`src/rtl/rgb_timing_detect.sv`:
```
// rgb_timing_detect
//   Measures an incoming hsync/vsync/blank raster (total and active size),
//   locks once the same good measurement repeats over consecutive frames, and
//   then tags every active pixel with its column/row.
//
// Ports
//   i_clk, i_rst_n         pixel clock, async active-low reset
//   i_hsync/i_vsync        syncs, active high
//   i_blank                high outside the active area
//   o_locked               measured timing stable
//   o_total_x/y, o_res_x/y locked measurement (held across lock loss)
//   o_active, o_x, o_y     per-pixel active flag and coordinates (2-clock latency)
//   o_frame_start          one-cycle pulse per vsync rising edge
module rgb_timing_detect #(
  parameter int P_CNT_W       = 12,
  parameter int P_LOCK_FRAMES = 2
) (
  input  logic               i_clk,
  input  logic               i_rst_n,
  input  logic               i_hsync,
  input  logic               i_vsync,
  input  logic               i_blank,
  output logic               o_locked,
  output logic [P_CNT_W-1:0] o_total_x,
  output logic [P_CNT_W-1:0] o_total_y,
  output logic [P_CNT_W-1:0] o_res_x,
  output logic [P_CNT_W-1:0] o_res_y,
  output logic               o_active,
  output logic [P_CNT_W-1:0] o_x,
  output logic [P_CNT_W-1:0] o_y,
  output logic               o_frame_start
);

  localparam logic [P_CNT_W-1:0] CNT_MAX = '1;
  localparam logic [P_CNT_W-1:0] ONE     = P_CNT_W'(1);

  typedef enum logic [1:0] {S_SEARCH, S_CHECK, S_LOCKED} state_t;

  typedef struct packed {
    logic [P_CNT_W-1:0] total_x;
    logic [P_CNT_W-1:0] total_y;
    logic [P_CNT_W-1:0] res_x;
    logic [P_CNT_W-1:0] res_y;
  } meas_t;

  // input stage: q = registered inputs, qq = one more stage for edge detect
  logic hs_q, vs_q, bl_q, hs_qq, vs_qq, bl_qq;
  logic hs_rise, vs_rise, act_start, act_end;

  always_ff @(posedge i_clk or negedge i_rst_n) begin
    if (!i_rst_n) begin
      {hs_q, vs_q, bl_q}    <= '0;
      {hs_qq, vs_qq, bl_qq} <= '0;
    end else begin
      {hs_q, vs_q, bl_q}    <= {i_hsync, i_vsync, i_blank};
      {hs_qq, vs_qq, bl_qq} <= {hs_q, vs_q, bl_q};
    end
  end

  assign hs_rise   = hs_q & ~hs_qq;
  assign vs_rise   = vs_q & ~vs_qq;
  assign act_start = ~bl_q & bl_qq;
  assign act_end   = bl_q & ~bl_qq;

  // measurement counters
  logic [P_CNT_W-1:0] h_cnt, a_cnt, line_cnt, act_lines, line_len, width;
  logic [P_CNT_W-1:0] first_len, first_wid;
  logic               len_vld, wid_vld, frame_bad;

  logic               h_sat, a_sat, l_sat, al_sat, timeout, bad_n;
  logic [P_CNT_W-1:0] line_len_n, line_cnt_n, width_n, act_lines_n;
  meas_t              meas;

  // *_n values fold in an edge landing in the same cycle as vs_rise, so a
  // line/active-line ending on the frame boundary counts in the ending frame.
  always_comb begin
    h_sat       = (h_cnt == CNT_MAX);
    a_sat       = (a_cnt == CNT_MAX);
    l_sat       = (line_cnt == CNT_MAX);
    al_sat      = (act_lines == CNT_MAX);
    line_len_n  = hs_rise ? h_cnt + ONE : line_len;
    line_cnt_n  = (hs_rise && !l_sat) ? line_cnt + ONE : line_cnt;
    width_n     = act_end ? a_cnt : width;
    act_lines_n = (act_end && !al_sat) ? act_lines + ONE : act_lines;
    bad_n       = frame_bad | h_sat | a_sat | l_sat | al_sat
                | (hs_rise & len_vld & (line_len_n != first_len))
                | (act_end & wid_vld & (a_cnt != first_wid));
    meas        = '{total_x: line_len_n, total_y: line_cnt_n,
                    res_x: width_n, res_y: act_lines_n};
    // a fresh hs_rise ends the stall, so resumed video is not swallowed
    timeout     = h_sat & ~hs_rise;
  end

  always_ff @(posedge i_clk or negedge i_rst_n) begin
    if (!i_rst_n) begin
      h_cnt     <= '0;
      a_cnt     <= '0;
      line_cnt  <= '0;
      act_lines <= '0;
      line_len  <= '0;
      width     <= '0;
      first_len <= '0;
      first_wid <= '0;
      len_vld   <= 1'b0;
      wid_vld   <= 1'b0;
      frame_bad <= 1'b0;
    end else begin
      if (hs_rise)     h_cnt <= '0;
      else if (!h_sat) h_cnt <= h_cnt + ONE;

      if (act_end)              a_cnt <= '0;
      else if (!bl_q && !a_sat) a_cnt <= a_cnt + ONE;

      line_len <= line_len_n;
      width    <= width_n;

      if (vs_rise) begin
        line_cnt  <= '0;
        act_lines <= '0;
        frame_bad <= 1'b0;
        len_vld   <= 1'b0;
        wid_vld   <= 1'b0;
      end else begin
        line_cnt  <= line_cnt_n;
        act_lines <= act_lines_n;
        frame_bad <= bad_n;
        if (hs_rise && !len_vld) begin
          first_len <= line_len_n;
          len_vld   <= 1'b1;
        end
        if (act_end && !wid_vld) begin
          first_wid <= a_cnt;
          wid_vld   <= 1'b1;
        end
      end
    end
  end

  // lock FSM
  state_t     state, state_n;
  meas_t      cand, cand_n;
  logic       cand_vld, cand_vld_n, locked_n, lock_load, match;
  logic [3:0] match_cnt, match_n;

  always_comb begin
    state_n    = state;
    cand_n     = cand;
    cand_vld_n = cand_vld;
    match_n    = match_cnt;
    locked_n   = o_locked;
    lock_load  = 1'b0;
    match      = cand_vld && (meas == cand);
    if (timeout) begin
      state_n    = S_SEARCH;
      locked_n   = 1'b0;
      cand_vld_n = 1'b0;
      match_n    = '0;
    end else if (vs_rise) begin
      unique case (state)
        S_SEARCH: begin
          // first edge only opens a clean measurement window
          state_n    = S_CHECK;
          cand_vld_n = 1'b0;
          match_n    = '0;
        end
        S_CHECK: begin
          if (!match || bad_n) begin
            cand_n     = meas;
            cand_vld_n = !bad_n;
            match_n    = '0;
          end else begin
            match_n = match_cnt + 4'd1;
            if (match_n == 4'(P_LOCK_FRAMES)) begin
              lock_load = 1'b1;
              locked_n  = 1'b1;
              state_n   = S_LOCKED;
            end
          end
        end
        S_LOCKED: begin
          if (!match || bad_n) begin
            locked_n   = 1'b0;
            cand_n     = meas;
            cand_vld_n = !bad_n;
            match_n    = '0;
            state_n    = S_CHECK;
          end
        end
        default: state_n = S_SEARCH;
      endcase
    end
  end

  always_ff @(posedge i_clk or negedge i_rst_n) begin
    if (!i_rst_n) begin
      state     <= S_SEARCH;
      cand      <= '0;
      cand_vld  <= 1'b0;
      match_cnt <= '0;
      o_locked  <= 1'b0;
      o_total_x <= '0;
      o_total_y <= '0;
      o_res_x   <= '0;
      o_res_y   <= '0;
    end else begin
      state     <= state_n;
      cand      <= cand_n;
      cand_vld  <= cand_vld_n;
      match_cnt <= match_n;
      o_locked  <= locked_n;
      if (lock_load) begin
        o_total_x <= cand.total_x;
        o_total_y <= cand.total_y;
        o_res_x   <= cand.res_x;
        o_res_y   <= cand.res_y;
      end
    end
  end

  // coordinates; act_lines already equals the active-row index mid-line
  always_ff @(posedge i_clk or negedge i_rst_n) begin
    if (!i_rst_n) begin
      o_active      <= 1'b0;
      o_x           <= '0;
      o_y           <= '0;
      o_frame_start <= 1'b0;
    end else begin
      o_frame_start <= vs_rise;
      o_active      <= o_locked & ~bl_q;
      if (!o_locked) begin
        o_x <= '0;
        o_y <= '0;
      end else if (!bl_q) begin
        o_x <= act_start ? '0 : o_x + ONE;
        o_y <= act_lines;
      end
    end
  end

endmodule

```
`config.mk`:
```
export PLATFORM = sky130hd
export DESIGN_NAME = rgb_timing_detect
export DESIGN_NICKNAME = d
export VERILOG_FILES = /design/src/rtl/rgb_timing_detect.sv
export SDC_FILE = /design/constraint.sdc
export NUM_CORES = 1
export LEC_CHECK = 0
export ABC_AREA = 1
export CAP_MARGIN = 20
export CORE_UTILIZATION = 64
export DETAILED_ROUTE_END_ITERATION = 7
export GPL_ROUTABILITY_DRIVEN = 0
export HOLD_SLACK_MARGIN = 0.12
export PLACE_DENSITY = 0.86
export SYNTH_ARGS = -nofsm -noshare
export SYNTH_HDL_FRONTEND = slang
export SYNTH_SLANG_ARGS = --single-unit
```
`constraint.sdc`:
```
create_clock -name i_clk -period 5.61 [get_ports i_clk]
set_input_delay 0.561 -clock i_clk [delete_from_list [all_inputs] [get_ports i_clk]]
set_output_delay 0.561 -clock i_clk [all_outputs]
set_load 0.05 [all_outputs]
```
Word-level counts from Yosys, hierarchy flattened:

Index checks and enable logic that the tools add are counted.

* $add $sub $neg: 6
* $mul: 0
* div/mod/pow operators: 0
* $lt $le $gt $ge: 0
* equal/unequal tests: 16
* shift-type cells: 0
* multiplexer cells: 46
* bitwise logic cells: 23
* reductions and logical operators: 31

Operators by type and width (count)
* $mux 12: 15
* $add 12x1->12 const B: 5
* $eq 12x12->1 const B: 4
* $eq 48x48->1: 1
* $ne 12x12->1: 2
* $mux 1: 18
* $mux 4: 4
* $pmux 4 s3: 1
* $and 1x1->1: 10
* $mux 2: 5
* $ne 3x3->1 const B: 3
* $logic_not 1->1: 8
* $reduce_and 4->1: 2
* $reduce_bool 2->1: 4
* $not 1->1: 7
* $logic_and 1x1->1: 6
* $or 1x1->1: 6
* $pmux 2 s3: 1
* $reduce_and 3->1: 2
* $reduce_bool 3->1: 2
* $reduce_and 5->1: 1
* $add 4x1->4 const B: 1
* $eq 4x2->1 const B: 1
* $ne 2x2->1 const B: 2
* other kinds (9): 11

* register bits after elaboration: 235
* latch bits: 0
* bits in writable memories: 0
* memory bits (read-only): 0
* bits of input ports: 5
* output and inout bits: 75
* memories kept: 0

Longest topological paths before layout:

Gate-level depths: netlist (run 1).

* word-level depth: 12
* gate-level depth with buffers: 22

Least setup slack after synthesis (run 1):

No wires, ideal clock.

* kind: register to register
* from: reg line_cnt[0]
* to: reg o_res_x[11]
* setup time: 73 ps
* data arrival time: 2486 ps
* data required time: 5537 ps
* path slack: 3051 ps
* stages on the path, launching flop included: 21
* cells stage by stage: dfrtp_1 > ha_1 > nand2_2 > nor2_4 > nand3_2 > nand2_4 > inv_2 > or2_1 > nand2_2 > nand2_1 > nand2_1 > nand2_1 > nor2_2 > inv_1 > nor2_2 > nand3_2 > nor2_4 > nand3_4 > buf_6 > buf_6 > a21oi_2

* longest elaborated chain between the ends: 12
* elaborated cells on any way between the ends: 17
* those cells by class: 1 x add/sub; 2 x eq/ne; 5 x mux; 4 x bitwise; 5 x reduce/logical

Ends and longest elaborated chain
* start: declaration: RTL line 66 `logic [P_CNT_W-1:0] h_cnt, a_cnt, line_cnt, act_lines, line_len, width;`
* start signal: assignment: RTL line 124 `line_cnt <= line_cnt_n;`
* parallel branches: the longest is 7 deep, another holds $add 12x1->12
* $logic_or 1x1->1 (*): RTL line 167 `if (!match || bad_n) begin`
* $mux 1 (*): RTL line 167
* $mux 1 (*): RTL line 159 `unique case (state)`
* $mux 1 (*): RTL line 158 `end else if (vs_rise) begin`
* $mux 1 (*): RTL line 153 `if (timeout) begin`
* end signal: assignment: RTL line 214 `o_res_x <= cand.res_x;`
* end: declaration: RTL line 26 `output logic [P_CNT_W-1:0] o_res_x,`

Mark *: on every way between the ends.
A chain may end at the register's enable or synchronous reset.

Worst setup path after layout (run 1):

* from: reg hs_q
* to: reg o_total_y[8]

* longest elaborated chain between the ends: 11
* elaborated cells on any way between the ends: 19
* those cells by class: 2 x eq/ne; 6 x mux; 7 x bitwise; 4 x reduce/logical

Ends and longest elaborated chain
* start: declaration: RTL line 47 `logic hs_q, vs_q, bl_q, hs_qq, vs_qq, bl_qq;`
* start signal: assignment: RTL line 55 `{hs_q, vs_q, bl_q} <= {i_hsync, i_vsync, i_blank};`
* $and 1x1->1 (*): RTL line 60 `assign hs_rise = hs_q & ~hs_qq;`
* $mux 12 (*): RTL line 81 `line_len_n = hs_rise ? h_cnt + ONE : line_len;`
* via line_len_n[0]: RTL line 71 `logic [P_CNT_W-1:0] line_len_n, line_cnt_n, width_n, act_lines_n;`
* $ne 12x12->1: RTL line 86 `| (hs_rise & len_vld & (line_len_n != first_len))`
* $and 1x1->1: RTL line 86
* $or 1x1->1: RTL line 86
* $or 1x1->1: RTL line 87 `| (act_end & wid_vld & (a_cnt != first_wid));`
* $logic_or 1x1->1 (*): RTL line 167
* $mux 1 (*): RTL line 167
* $mux 1 (*): RTL line 159
* $mux 1 (*): RTL line 158
* $mux 1 (*): RTL line 153
* end signal: assignment: RTL line 213 `o_total_y <= cand.total_y;`
* end: declaration: RTL line 25 `output logic [P_CNT_W-1:0] o_total_y,`

The timed path passes the listed nets; every way through them passes the cells marked *.

==> results by group, run 1 <==
Power and ir drop
  • Sw frac: 0.328
  • Net load switching power: 0.00154 W
  • Comb pwr share: 0.217
  • Internal: 0.00317 W
  • VDD IR max: around 0.23 mV
  • Flop pwr share: 0.433
  • Clk pwr share: 0.350
  • P_leak: approximately 6.8 nW
  • Power per Cell Area: roughly 340 nW/um2
  • Design Power: between 0.004 and 0.005 W

Floorplanning
  • Die Y: 140 um
  • Std-Cell Rows: 50
  • # IOs: 80
  • Core Box Area: ~19000 um2
  • DIE WIDTH: 140 um
  • Initial Util: 0.652
  • Die area: between 15000 and 20000 um2

Worst setup path
  • Worst path cell trace: inv_2, nor2_4, nand2_1, nand2_1, nand2_1, nand2_1, nand2_1, nor2_1, nand2_1, nor2_1, nand2_1, nor2_1, nand3_1, nor2_1, nand3_2, nor2_4, nand3_4, buf_4, nor2_1, a21oi_2
  • CP delay by family, top: simple AND/OR/NAND/NOR gates
  • Stages on worst setup path: 20
  • CP max FO: about 60
  • Flop-to-flop setup slack: roughly 1400 ps
  • Req. time, crit path: roughly 6000 ps
  • CP max-delay cell: nor2_4
  • Slowest stage delay, CP: roughly 670 ps
  • Cell repeated most along the worst path: nand2_1
  • Critical Path End Type: flip-flop
  • Worst setup SP type: flip-flop
  • Worst r2r path cells: 20
  • Arr. time, crit path: roughly 4600 ps
  • Kind of critical path: reg -> reg
  • CP Buf/Inv Count: 2

Placed design
  • Detailed-placement wirelength estimate: 19600 um
  • Port Buffers: 79
  • # placed instances: 1828

Yosys
  • Post-synth top cells: nand2_1 (411), dfrtp_1 (235), inv_1 (219)
  • Async S/R FF share, synth: 1.00
  • Area share of the leading cell type in the synthesized netlist: 0.482
  • Syn_area_per_cell: ~7.9 um2
  • Number of synthesized flops with an enable pin: 0
  • FF+latch count, synth: about 240
  • Yosys warns: 0
  • Most frequent cell after synthesis: nand2_1
  • Syn Inst Count: 1547
  • Synth area leader: dfrtp_1
  • Library cells used by synthesis: 48
  • Synthesized area: between 10000 and 15000 um2
  • Sequential fraction of the synthesis area: 0.482
  • Syn nets: 1563
  • Synth Flop Type: dfrtp_1
  • Ranking of synthesized cells by area: dfrtp_1 (48%), nand2_1 (13%), inv_1 (6.7%)

Drt
  • Wire length per cell: ~15 um
  • Final WL: 28200 um
  • DR vias/cell: ~5.5
  • Drt pass-1 iters: 5
  • Vias: ~10k
  • DRC violations left: 0
  • DRT iter0 DRCs: 797
  • Routed Antenna Nets: 0

Layout
  • Post-Layout Cell Count: approximately 1.9k
  • Nets: ~1.6k
  • Fill count: 1312
  • Diode count: 0
  • Area growth from synthesis to final layout: 14.1%
  • Multi-input logic area: 5220 um2
  • Max FFs per register: between 40 and 50
  • Most flop-heavy register: cand
  • Layout cells sized above 1: 0.0910
  • Sequential standard cell area: just under 6000 um2

Global route
  • Vias in the first global route: ~10k
  • Pin count of the biggest net entering global routing: between 100 and 150
  • Initial antenna violation count: 0
  • First-pass GRT wire length: about 48000 um
  • GRT Total Usage: 0.296
  • Grt total ovfl: 0

Timing
  • Final Hold Fails: 0
  • Setup violators final: 0
  • Final Skew: ~13 ps
  • RSZ-0062 raised after global routing: false
  • Worst slew margin: 0.363
  • Worst Max-Slew Pin Slew: between 900 and 1000 ps
  • Fin crit period: ~4200 ps
  • Fin. max-slew vios: 0
  • Setup TNS: 0 ps
  • F_max: about 240 MHz
  • Crit share post-route: 0.752

Run status
  • Status: finished, final reports clean

Clock tree
  • H-tree Lvls: 1
  • Total CTS buffers: 25
  • CTS tree: built
  • Hold_buf cts: 0
  • CTS resizes: 0
  • Sink Count: between 200 and 250
  • Worst-Skew Late Latency: ~530 ps
  • CTS max path bufs: 3
  • Clock transition at path regs: ~60 ps
  • Clk root buf: clkbuf_16
  • Setup Buffers After CTS: 0

Flow run
  • Max Cap Viol: 0

Worst hold path
  • Worst hold path type: in -> async
layout make-up:
class / count / area share
sequential: 235 / 0.423
multi-input combinational: 1046 / 0.376
inverter: 227 / 0.0613
timing repair buffer: 86 / 0.0610
clock buffer: 37 / 0.0518
tap: 234 / 0.0210
clock inverter: 7 / 0.00657
layer usage:
layer  routed length, um  track usage  vias to the layer above
met4                 677       0.0920                        0
met2               13800        0.503                      358
met1               12200        0.398                     4860
li1                    -            -                     5034
met5                   0            0                        -
met3                1500       0.0383                       71
power by group through the flow:
stage                     registers (W)  clock network [W]  logic [W]
after global routing            0.00207            0.00173    0.00115
after global placement          0.00206                  0   0.000966
after detailed placement        0.00207                  0   0.000995
after CTS                       0.00204            0.00166    0.00102
final                           0.00204            0.00165    0.00102
after floorplan                 0.00207                  0   0.000693
metrics by stage:
| stage | worst slack, ps | hold slack, ps | instance area, um2 | util |
|---|---|---|---|---|
| 5_1_grt | 1020 | 193 | 13900 | 0.744 |
| 3_5_place_dp | 1460 | 364 | 13100 | 0.700 |
| 2_1_floorplan | 3050 | 265 | 12200 | - |
| 3_3_place_gp | 1670 | 361 | 13100 | 0.700 |
| 6_report | 1390 | 75.8 | 13900 | 0.744 |
| 4_1_cts | 1400 | 167 | 13900 | 0.744 |
cells by family (layout without fill, tap and decap cells):
logic type / count (synthesis) / in the layout / share of synthesized area
xor gates and xnor gates: 35 / 35 / 0.0281
adders and majority gates: 11 / 11 / 0.0113
AOI/OAI and AO/OA: 202 / 202 / 0.0998
DFF: 235 / 235 / 0.482
and+or+nand+nor: 798 / 798 / 0.289
buffers and inverters: 266 / 357 / 0.0896
layout by cell type (no fill, tap or decap), drive strengths merged, types with 11 or more instances in the layout:
cell	count
o21ai	110
xor2	29
dfrtp	235
ha	11
nand3	127
nand2	434
nor3	14
a21oi	68
nand4	19
inv	227
clkdlybuf4s50	78
nor2	186
clkbuf	37
worst reg2reg max path, stage by stage, from the launching register on:
cell     delay [ps]
dfrtp_1         400
inv_2            60
nor2_4          670
nand2_1         170
nand2_1         210
nand2_1          70
nand2_1          90
nand2_1          60
nor2_1          100
nand2_1          60
nor2_1           90
nand2_1          50
nor2_1          100
nand3_1          80
nor2_1          160
nand3_2         160
nor2_4          150
nand3_4         600
buf_4           560
nor2_1          200
a21oi_2          40
worst paths after layout:
kind	from	end
max	hs_q	o_total_y[8]
min	i_rst_n	o_x[8]
max reg2reg	hs_q	o_total_y[8]
min reg2reg	vs_q	vs_qq
max in group asynchronous	i_rst_n	first_len[4]
min in group i_clk	vs_q	vs_qq
Power figures use the tool's default switching activity.
==> run 2: changes to the inputs <==
--- a/config.mk
+++ b/config.mk
@@ -7,11 +7,11 @@
 export LEC_CHECK = 0
 export ABC_AREA = 1
 export CAP_MARGIN = 20
-export CORE_UTILIZATION = 64
+export CORE_UTILIZATION = 60
 export DETAILED_ROUTE_END_ITERATION = 7
 export GPL_ROUTABILITY_DRIVEN = 0
 export HOLD_SLACK_MARGIN = 0.12
-export PLACE_DENSITY = 0.86
+export PLACE_DENSITY = 0.82
 export SYNTH_ARGS = -nofsm -noshare
 export SYNTH_HDL_FRONTEND = slang
 export SYNTH_SLANG_ARGS = --single-unit
==> constraint.sdc (replaced) <==
create_clock -name i_clk -period 4.1 [get_ports i_clk]
set_input_delay 0.41 -clock i_clk [delete_from_list [all_inputs] [get_ports i_clk]]
set_output_delay 0.41 -clock i_clk [all_outputs]
set_load 0.05 [all_outputs]
==> run 2 against run 1 <==
Net effect:
- cell area grew 0.67%
- global-route usage is 1.7 points lower
- worst hold slack better by 260 ps
- critical endpoint is now cand[9]
- clock skew decreased by 1.6 ps
- cell count increased by 1.9%
- sequential share of layout area decreased by 0.28 points
- clock power increased by 36%
- register-to-register slack worse by 910 ps
- routed wire length shrank 1.2%
- critical path type unchanged
- via count is 0.91% lower
==> results by group, run 2 (synthesis results as in run 1) <==
Floorplanning
  • DIE WIDTH: 145 um (+3.2%)
  • Core Box Area: 19700 um2 (+5.4%)
  • Die Y: 145 um (+3.2%)
  • # IOs: 80 (unchanged)
  • Initial Util: 0.618 (-0.0335)
  • Die area: 20900 um2 (+6.6%)
  • Std-Cell Rows: 51 (+2.0%)

Layout
  • Max FFs per register: 48 (unchanged)
  • Nets: 1641 (+0.24%)
  • Commonest cells after routing, fill and taps aside: nand2_1 (411), dfrtp_1 (235), inv_1 (219)
  • Most flop-heavy register: cand
  • Area growth from synthesis to final layout: 14.9%
  • Layout cells sized above 1: 0.0962 (+0.00526)
  • Diode count: 0 (unchanged)
  • Post-Layout Cell Count: 1907 (+1.9%)
  • Commonest non-fill, non-tap cell in the layout: nand2_1

Drt
  • DRC violations left: 0 (unchanged)
  • Vias: 10.2k (-0.91%)
  • Routed Antenna Nets: 0 (unchanged)
  • Drt pass-1 iters: 5 (unchanged)
  • DR vias/cell: 5.36 (-2.7%)
  • Wire length per cell: 14.6 um (-3.0%)
  • Final WL: 27800 um (-1.2%)
  • DRT iter0 DRCs: 618 (-22%)

Worst setup path
  • Stages on worst setup path: 18 (-10%)
  • Worst setup SP type: flip-flop
  • Worst R2R Start: act_lines[0]
  • Worst R2R End: cand[9]
  • Slowest stage delay, CP: 480 ps (-190 ps)
  • Worst path cell trace: ha_1, nand2_1, inv_1, nand2_1, nor2_1, nand2_1, nand3_1, nand2_1, nand3_1, nor2_1, nand3_1, nor2_2, nand3_2, nand2_1, nor2_4, inv_2, nand2_1, o21ai_0
  • Worst r2r path cells: 18 (-10%)
  • CP max FO: 36 (-39%)
  • Kind of critical path: reg -> reg
  • Flop-to-flop setup slack: 490 ps (-910 ps)
  • Critical Path End Type: flip-flop
  • CP delay by family, top: simple AND/OR/NAND/NOR gates
  • Req. time, crit path: 4470 ps (-1530 ps)
  • CP Buf/Inv Count: 2 (unchanged)
  • Crit path to: cand[9]
  • Arr. time, crit path: 3980 ps (-630 ps)
  • Cell repeated most along the worst path: nand2_1
  • Worst setup path start: act_lines[0]
  • CP max-delay cell: nor2_4

Power and ir drop
  • Flop pwr share: 0.434 (about the same)
  • Net load switching power: 0.00209 W (+36%)
  • Power per Cell Area: 460 nW/um2 (+36%)
  • Clk pwr share: 0.350 (about the same)
  • Internal: 0.00435 W (+37%)
  • Comb pwr share: 0.216 (about the same)
  • VDD IR max: 0.351 mV (+55%)
  • P_leak: 6.86 nW (+0.66%)
  • Sw frac: 0.325 (-0.00246)

Global route
  • Pin count of the biggest net entering global routing: 118 (-6.3%)
  • Initial antenna violation count: 0 (unchanged)
  • Grt total ovfl: 0 (unchanged)
  • Grt met3 use: 0.0454 (+0.00707)
  • First-pass GRT wire length: 46100 um (-3.3%)
  • Top Usage Layer GRT: met2
  • Vias in the first global route: 9832 (-2.4%)
  • GR Util met2: 0.466 (-0.0371)
  • GRT Total Usage: 0.279 (-0.0175)
  • Met1 GRT Util: 0.366 (-0.0322)

Placed design
  • # placed instances: 1862 (+1.9%)
  • Port Buffers: 79 (unchanged)
  • Detailed-placement wirelength estimate: 19900 um (+1.2%)

Timing
  • Fin. max-slew vios: 0 (unchanged)
  • Final Skew: 11.0 ps (-1.62 ps)
  • Crit share post-route: 0.881 (+0.130)
  • Final Hold Fails: 0 (unchanged)
  • F_max: 277 MHz (+17%)
  • Worst Max-Slew Pin Slew: 928 ps (-26.6 ps)
  • Setup violators final: 0 (unchanged)
  • Fin crit period: 3610 ps (-604 ps)
  • RSZ-0062 raised after global routing: false
  • Worst slew margin: 0.381 (+0.0177)
  • Setup TNS: 0 ps (unchanged)

Clock tree
  • Clock transition at path regs: 60 ps (about the same)
  • CTS tree: built
  • Worst-Skew Late Latency: 520 ps (about the same)
  • Sink Count: 235 (unchanged)
  • Total CTS buffers: 25 (unchanged)
  • Clk root buf: clkbuf_16
  • H-tree Lvls: 1 (unchanged)
  • CTS max path bufs: 3 (unchanged)

Run status
  • Status: finished, final reports clean

Flow run
  • Max Cap Viol: 0 (unchanged)

Worst hold path
  • Worst hold path type: in -> reg
[run 2: cell count changes in the layout (fill, tap and decap cells not counted)]
| cell | delta |
|---|---|
| clkinv_2 | +7 |
| clkinvlp_4 | -1 |
| clkbuf_8 | +1 |
| dlygate4sd3_1 | +1 |
| buf_12 | +1 |
| buf_4 | +2 |
| inv_6 | -1 |
| clkbuf_1 | -6 |
[run 2: worst min-delay path by stage]
| stage | from | to | slack (ps) | cells after the start |
|---|---|---|---|---|
| floorplan | i_rst_n | a_cnt[0] | 110 | 0 |
| global placement | vs_q | vs_qq | 360 | 0 |
| detailed placement | vs_q | vs_qq | 360 | 0 |
| CTS | i_vsync | vs_q | 320 | 1 |
| global route | i_hsync | hs_q | 340 | 1 |
| finish | i_vsync | vs_q | 340 | 1 |
[run 2: layout make-up]
cell class                 instances  area [um2]
clock buffer                      32         712
clock inverter                    12         110
fill                            1537        5710
inverter                         227         852
multi-input combinational       1046        5220
sequential                       235        5880
tap                              265         332
timing repair buffer              90         893
[run 2: power groups by stage]
stage	combinational, W	sequential (W)	clock [W]
global placement	0.00132	0.00282	0
CTS	0.00139	0.00279	0.00227
floorplan	0.000949	0.00283	0
finish	0.00139	0.00279	0.00225
global route	0.00158	0.00282	0.00237
detailed placement	0.00137	0.00283	0
[run 2: through the flow]
step	cell area, um2	worst slack (ps)	total power (W)	utilization	hold WS [ps]
after global routing	14000	130	0.00677	0.710	336
after floorplan	12200	1540	0.00378	-	114
final	14000	486	0.00644	0.710	338
after CTS	14000	505	0.00645	0.710	323
after detailed placement	13200	538	0.00419	0.668	362
after global placement	13200	689	0.00414	0.668	358
[run 2: repair_timing]
action	in CTS	in global routing
resized for setup	0	0
hold buffers	1	0
setup buffers	0	0
endpoints found under the hold margin	114	0
[run 2: metal layers]
layer  vias to the layer above  routed length [um]
li1                       5041                   -
met3                        73                1320
met5                         -                   0
met2                       261               13400
met1                      4854               12300
met4                         0                 791
